--- src/rtl/dmem_arb_pkg.sv ---
// dmem_arb_pkg: shared types and default sizes for the data-RAM arbiter.
//   state_e  : arbiter FSM states
//   master_e : identity of the master that owns the current transaction
package dmem_arb_pkg;

  localparam int unsigned DefAddrW = 12;
  localparam int unsigned DefDataW = 32;

  typedef enum logic [1:0] {
    ST_IDLE,
    ST_ACCESS,
    ST_RESP
  } state_e;

  typedef enum logic {
    M_CPU,
    M_DBG
  } master_e;

endpackage

--- src/rtl/dmem_arb_pick.sv ---
// dmem_arb_pick: combinational winner selection between the CPU and debug masters.
// Ports:
//   cpu_req     in  CPU is requesting
//   dbg_req     in  debug master is requesting
//   force_dbg   in  starvation guard demands a debug grant
//   grant_valid out at least one master is requesting
//   grant_id    out winning master (CPU unless debug alone or forced)
module dmem_arb_pick
  import dmem_arb_pkg::*;
(
  input  logic    cpu_req,
  input  logic    dbg_req,
  input  logic    force_dbg,
  output logic    grant_valid,
  output master_e grant_id
);

  always_comb begin
    grant_valid = cpu_req | dbg_req;
    grant_id    = M_CPU;
    if (dbg_req && (!cpu_req || force_dbg)) begin
      grant_id = M_DBG;
    end
  end

endmodule

--- src/rtl/dmem_arbiter.sv ---
// dmem_arbiter: shares one synchronous single-port data RAM between the CPU data port
// and a debug/loader master. Each access takes three cycles: IDLE (arbitrate and latch),
// ACCESS (drive the RAM), RESP (one-cycle ready pulse with read data).
// Ports:
//   clock, reset                    clock; asynchronous active-low reset
//   cpu_req/we/addr/wdata           CPU request, held until cpu_ready
//   cpu_ready, cpu_rdata            CPU completion pulse and read data
//   dbg_req/we/addr/wdata           debug request, held until dbg_ready
//   dbg_ready, dbg_rdata            debug completion pulse and read data
//   ram_wEn, ram_addr, ram_dataIn   RAM controls (address/data hold their latched values)
//   ram_dataOut                     RAM read data, one cycle after address
// Configuration: define DMEM_ARB_STARVE_GUARD_EN to build the starvation guard, which
// forces a debug grant after MAX_CPU_BURST consecutive CPU grants while debug waits.
module dmem_arbiter
  import dmem_arb_pkg::*;
#(
  parameter int unsigned ADDR_W        = DefAddrW,
  parameter int unsigned DATA_W        = DefDataW,
  parameter int unsigned MAX_CPU_BURST = 4
) (
  input  logic              clock,
  input  logic              reset,
  input  logic              cpu_req,
  input  logic              cpu_we,
  input  logic [ADDR_W-1:0] cpu_addr,
  input  logic [DATA_W-1:0] cpu_wdata,
  output logic              cpu_ready,
  output logic [DATA_W-1:0] cpu_rdata,
  input  logic              dbg_req,
  input  logic              dbg_we,
  input  logic [ADDR_W-1:0] dbg_addr,
  input  logic [DATA_W-1:0] dbg_wdata,
  output logic              dbg_ready,
  output logic [DATA_W-1:0] dbg_rdata,
  output logic              ram_wEn,
  output logic [ADDR_W-1:0] ram_addr,
  output logic [DATA_W-1:0] ram_dataIn,
  input  logic [DATA_W-1:0] ram_dataOut
);

  if (MAX_CPU_BURST < 1 || MAX_CPU_BURST > 15) begin : g_burst_range
    $error("MAX_CPU_BURST must be in 1..15");
  end

  state_e            state_q, state_d;
  master_e           winner_q;
  logic              we_q;
  logic [ADDR_W-1:0] addr_q;
  logic [DATA_W-1:0] wdata_q;

  logic    grant_valid;
  master_e grant_id;
  logic    force_dbg;
  logic    latch_en;

  dmem_arb_pick u_pick (
    .cpu_req     (cpu_req),
    .dbg_req     (dbg_req),
    .force_dbg   (force_dbg),
    .grant_valid (grant_valid),
    .grant_id    (grant_id)
  );

  // Requests are only looked at in IDLE; RESP never arbitrates, so a served master
  // still holding req cannot be granted twice.
  assign latch_en = (state_q == ST_IDLE) && grant_valid;

`ifdef DMEM_ARB_STARVE_GUARD_EN
  localparam logic [3:0] MaxBurst = 4'(MAX_CPU_BURST);

  logic [3:0] burst_q, burst_d;

  always_comb begin
    burst_d = burst_q;
    if (state_q == ST_IDLE) begin
      if (!dbg_req) begin
        burst_d = '0;
      end else if (grant_valid) begin
        if (grant_id == M_DBG) begin
          burst_d = '0;
        end else begin
          burst_d = burst_q + 4'd1;
        end
      end
    end
  end

  always_ff @(posedge clock or negedge reset) begin
    if (!reset) begin
      burst_q <= '0;
    end else begin
      burst_q <= burst_d;
    end
  end

  assign force_dbg = (burst_q == MaxBurst);
`else
  assign force_dbg = 1'b0;
`endif

  always_comb begin
    state_d = state_q;
    unique case (state_q)
      ST_IDLE:   if (grant_valid) state_d = ST_ACCESS;
      ST_ACCESS: state_d = ST_RESP;
      ST_RESP:   state_d = ST_IDLE;
      default:   state_d = ST_IDLE;
    endcase
  end

  always_ff @(posedge clock or negedge reset) begin
    if (!reset) begin
      state_q  <= ST_IDLE;
      winner_q <= M_CPU;
      we_q     <= 1'b0;
      addr_q   <= '0;
      wdata_q  <= '0;
    end else begin
      state_q <= state_d;
      if (latch_en) begin
        winner_q <= grant_id;
        if (grant_id == M_DBG) begin
          we_q    <= dbg_we;
          addr_q  <= dbg_addr;
          wdata_q <= dbg_wdata;
        end else begin
          we_q    <= cpu_we;
          addr_q  <= cpu_addr;
          wdata_q <= cpu_wdata;
        end
      end
    end
  end

  // Address and write data hold the last latched request; only the enable is gated.
  assign ram_addr   = addr_q;
  assign ram_dataIn = wdata_q;
  assign ram_wEn    = (state_q == ST_ACCESS) && we_q;

  assign cpu_ready = (state_q == ST_RESP) && (winner_q == M_CPU);
  assign dbg_ready = (state_q == ST_RESP) && (winner_q == M_DBG);

  assign cpu_rdata = (cpu_ready && !we_q) ? ram_dataOut : '0;
  assign dbg_rdata = (dbg_ready && !we_q) ? ram_dataOut : '0;

endmodule
--- config.mk ---
export PLATFORM = sky130hd
export DESIGN_NAME = dmem_arbiter
export DESIGN_NICKNAME = d
export VERILOG_FILES = /design/src/rtl/dmem_arb_pkg.sv /design/src/rtl/dmem_arb_pick.sv /design/src/rtl/dmem_arbiter.sv
export SDC_FILE = /design/constraint.sdc
export NUM_CORES = 1
export LEC_CHECK = 0
export BUFFER_PORTS_ARGS = -buffer_cell sky130_fd_sc_hd__buf_2
export CAP_MARGIN = 20
export CORE_ASPECT_RATIO = 1.25
export CORE_MARGIN = 5
export CORE_UTILIZATION = 44
export DETAILED_ROUTE_END_ITERATION = 16
export GPL_TIMING_DRIVEN = 1
export HOLD_SLACK_MARGIN = 0.06
export PLACE_DENSITY = 0.91
export SYNTH_ARGS = -nofsm -noshare
export SYNTH_HDL_FRONTEND = slang
export SYNTH_SLANG_ARGS = --single-unit
--- constraint.sdc ---
create_clock -name clock -period 2.5 [get_ports clock]
set_input_delay 0.25 -clock clock [delete_from_list [all_inputs] [get_ports clock]]
set_output_delay 0.25 -clock clock [all_outputs]
set_load 0.03 [all_outputs]
==> flow_summary_export.csv <==
group,metric,value,unit
timing,maxSlewHeadroom,69.14,%
floorplan,initial_utilization,45.26,%
timing,max_freq,521.7,MHz
routing,ant_nets,0,
final_layout,num-nets-final,591,
timing,final_max_slew_viol_count,0,
power,power.leakage,2.573,nW
routing,drc,0,
outcome,status,"finished, final reports clean",
setup_path,endpoint_kind,"output pin",
placed_design,gp_congestion,0.8381,
setup_path,cp.arrival,1.67,ns
placed_design,portBuffers,236,
timing,setup-tns-final,0,ns
final_layout,drive_gt1_share,73.61,%
global_route,grt_max_degree,46,
power,powerDensity,1121,mW/mm2
job,drv_cap,0,
clock_tree,postCtsSetupBuffers,0,
synthesis,synth_cell_types,16,
clock_tree,worstSkewPairLatency,0.29,ns
clock_tree,cts_root_buf,"clkbuf_8",
clock_tree,numCtsBuffers,5,
timing,final-hold-violation-count,0,
routing,drt-initial-drc-count,46,
timing,worst_slack,0.5833,ns
synthesis,syn_nets,357,
placed_design,place_ws,0.7600,ns
global_route,grt_pass1_vias,2924,
synthesis,ys_warn_count,0,
timing,rsz0062_at_grt,"false",
global_route,grt_usage,21.69,%
synthesis,syn_inst,231,
floorplan,io_pins,237,
global_route,overflow,0,
routing,viasPerCell,4.701,
placed_design,dp_hpwl,8.481,mm
hold_path,hp-class,"input pin to flip-flop",
routing,wl_per_cell,17.94,um
timing,finClkSkew,0.005561,ns
routing,via_count,2623,
floorplan,core,0.007019,mm2
clock_tree,numClockSinks,48,
timing,hold_slack,0.1826,ns
clock_tree,htree_levels,2,
final_layout,fillers,570,
power,ir_worst_vdd,0.0007417,V
synthesis,synth_seq_cells,48,
setup_path,critical_path_class,"flip-flop to output pin",
setup_path,cp_max_fo,32,
global_route,antenna_found_initial,10,
synthesis,syn-cell-area,0.003177,mm2
floorplan,die_width,86,um
power,total_power,0.005043,W
floorplan,fp.dieH,105,um
clock_tree,clk_pin_slew,0.09,ns
setup_path,reg2reg_setup_slack,0.75,ns
timing,worst_slew_pin_slew,0.4629,ns
setup_path,cp_data_required_time,2.25,ns
floorplan,die-area,0.009030,mm2
timing,setup_viol,0,
final_layout,fin_util,64.12,%
routing,firstDrtPassIters,4,
clock_tree,cts_tree,"done",
final_layout,area_growth,41.67,%
timing,period_minus_slack,1.917,ns
floorplan,rows,34,
clock_tree,clock_path_buffers,2,
synthesis,ys_seq_area_share,37.81,%
synthesis,avgSynthCellArea,13.75,um2
routing,routed_wl,10.01,mm
setup_path,start_kind,"flip-flop",
global_route,grt_pass1_wl,15.16,mm
timing,min_period_over_period,76.67,%
-- cell usage after synthesis, drive strengths merged --
library cell,number,area share (%)
nor2,3,0.35
mux2,90,41
nor3,2,0.63
inv,1,0.12
and2,65,13
a21oi,2,0.32
clkbuf,6,0.71
nand2b,1,0.20
nor2b,2,0.63
buf,10,4.8
dfrtp,48,38
o21a,1,0.28
-- area by class of cell --
cell class,instances,area (um2),share of cell area [%]
multi-input combinational,166,1797,39.92
timing repair buffer,243,1274,28.30
sequential,48,1201,26.69
tap,90,112.6,2.502
clock buffer,6,72.57,1.612
clock inverter,2,35.03,0.7784
antenna,2,5.005,0.1112
inverter,1,3.754,0.08340
-- state kept, by name, indices dropped and copies added, names as in the netlist --
signal	count
ram_addr	12
state_q	2
we_q	1
ram_dataIn	32
winner_q	1
-- power by group --
part / internal [W] / total [W] / switching (W)
Clock: 0.000297 / 0.000555 / 0.000257
Sequential: 0.00118 / 0.00144 / 0.000255
Combinational: 0.00131 / 0.00305 / 0.00174
-- stage by stage --
stage          instance area [um2]  std cells
6_report                      4501        558
2_1_floorplan                 3177        231
3_5_place_dp                  4378        547
5_1_grt                       4498        557
4_1_cts                       4496        556
3_3_place_gp                  4378        547
-- final timing paths --
check	to	depth (start not counted)	startpoint
worst max-delay path	dbg_rdata[27]	5	state_q[0]$_DFFE_PN0P_
worst min-delay path	winner_q$_DFFE_PN0P_	2	cpu_req
worst max register to register	ram_dataIn[22]$_DFFE_PN0P_	4	state_q[1]$_DFFE_PN0P_
worst min register to register	state_q[1]$_DFFE_PN0P_	1	state_q[1]$_DFFE_PN0P_
max in group asynchronous	ram_dataIn[17]$_DFFE_PN0P_	3	reset
min in group asynchronous	ram_dataIn[14]$_DFFE_PN0P_	2	reset
-- worst max-delay path, stage by stage (launching register included) --
cell,delay (ns)
dfrtp_1,0.39
nand2b_1,0.22
nor3_2,0.12
buf_4,0.26
and2_1,0.18
buf_2,0.20
-- layer usage --
metal | vias up | track usage (%) | share of wire, %
li1 | 1249 | - | -
met4 | 16 | 5.769 | 1.6
met5 | - | 0 | 0.92
met3 | 28 | 11.65 | 14
met1 | 1181 | 21.49 | 32
met2 | 149 | 38.81 | 51
-- kinds of logic (layout without fill, tap and decap cells) --
kind of cell           after synthesis  in the layout  share of synthesized area, %
multiplexers                        90             90                         41.35
AND/OR/NAND/NOR                     73             73                         14.61
flip-flops                          48             48                         37.81
buffers and inverters               17            252                         5.632
AO/OA/AOI/OAI                        3              3                        0.5908
other                                0              2                             0
-- placed cells by master (no fill, tap or decap) --
cell type        n
o21a_2           1
dlygate4sd3_1    1
buf_12           3
nor3_2           2
inv_1            1
nor2b_4          1
buf_4            3
nor2b_1          1
bufinv_16        1
nor2_1           3
buf_2          236
mux2_4          80
nand2b_1         1
mux2_2          10
diode_2          2
clkbuf_1         1
clkinv_2         1
dfrtp_1         48
a21oi_1          2
and2_1          65
clkbuf_8         5
-- what timing repair did --
| action | 4_1_cts | 5_1_grt |
|---|---|---|
| hold endpoints to repair | 18 | 0 |
| hold buffers | 1 | 0 |
| gates resized for setup | 0 | 0 |
Power figures use the tool's default switching activity.
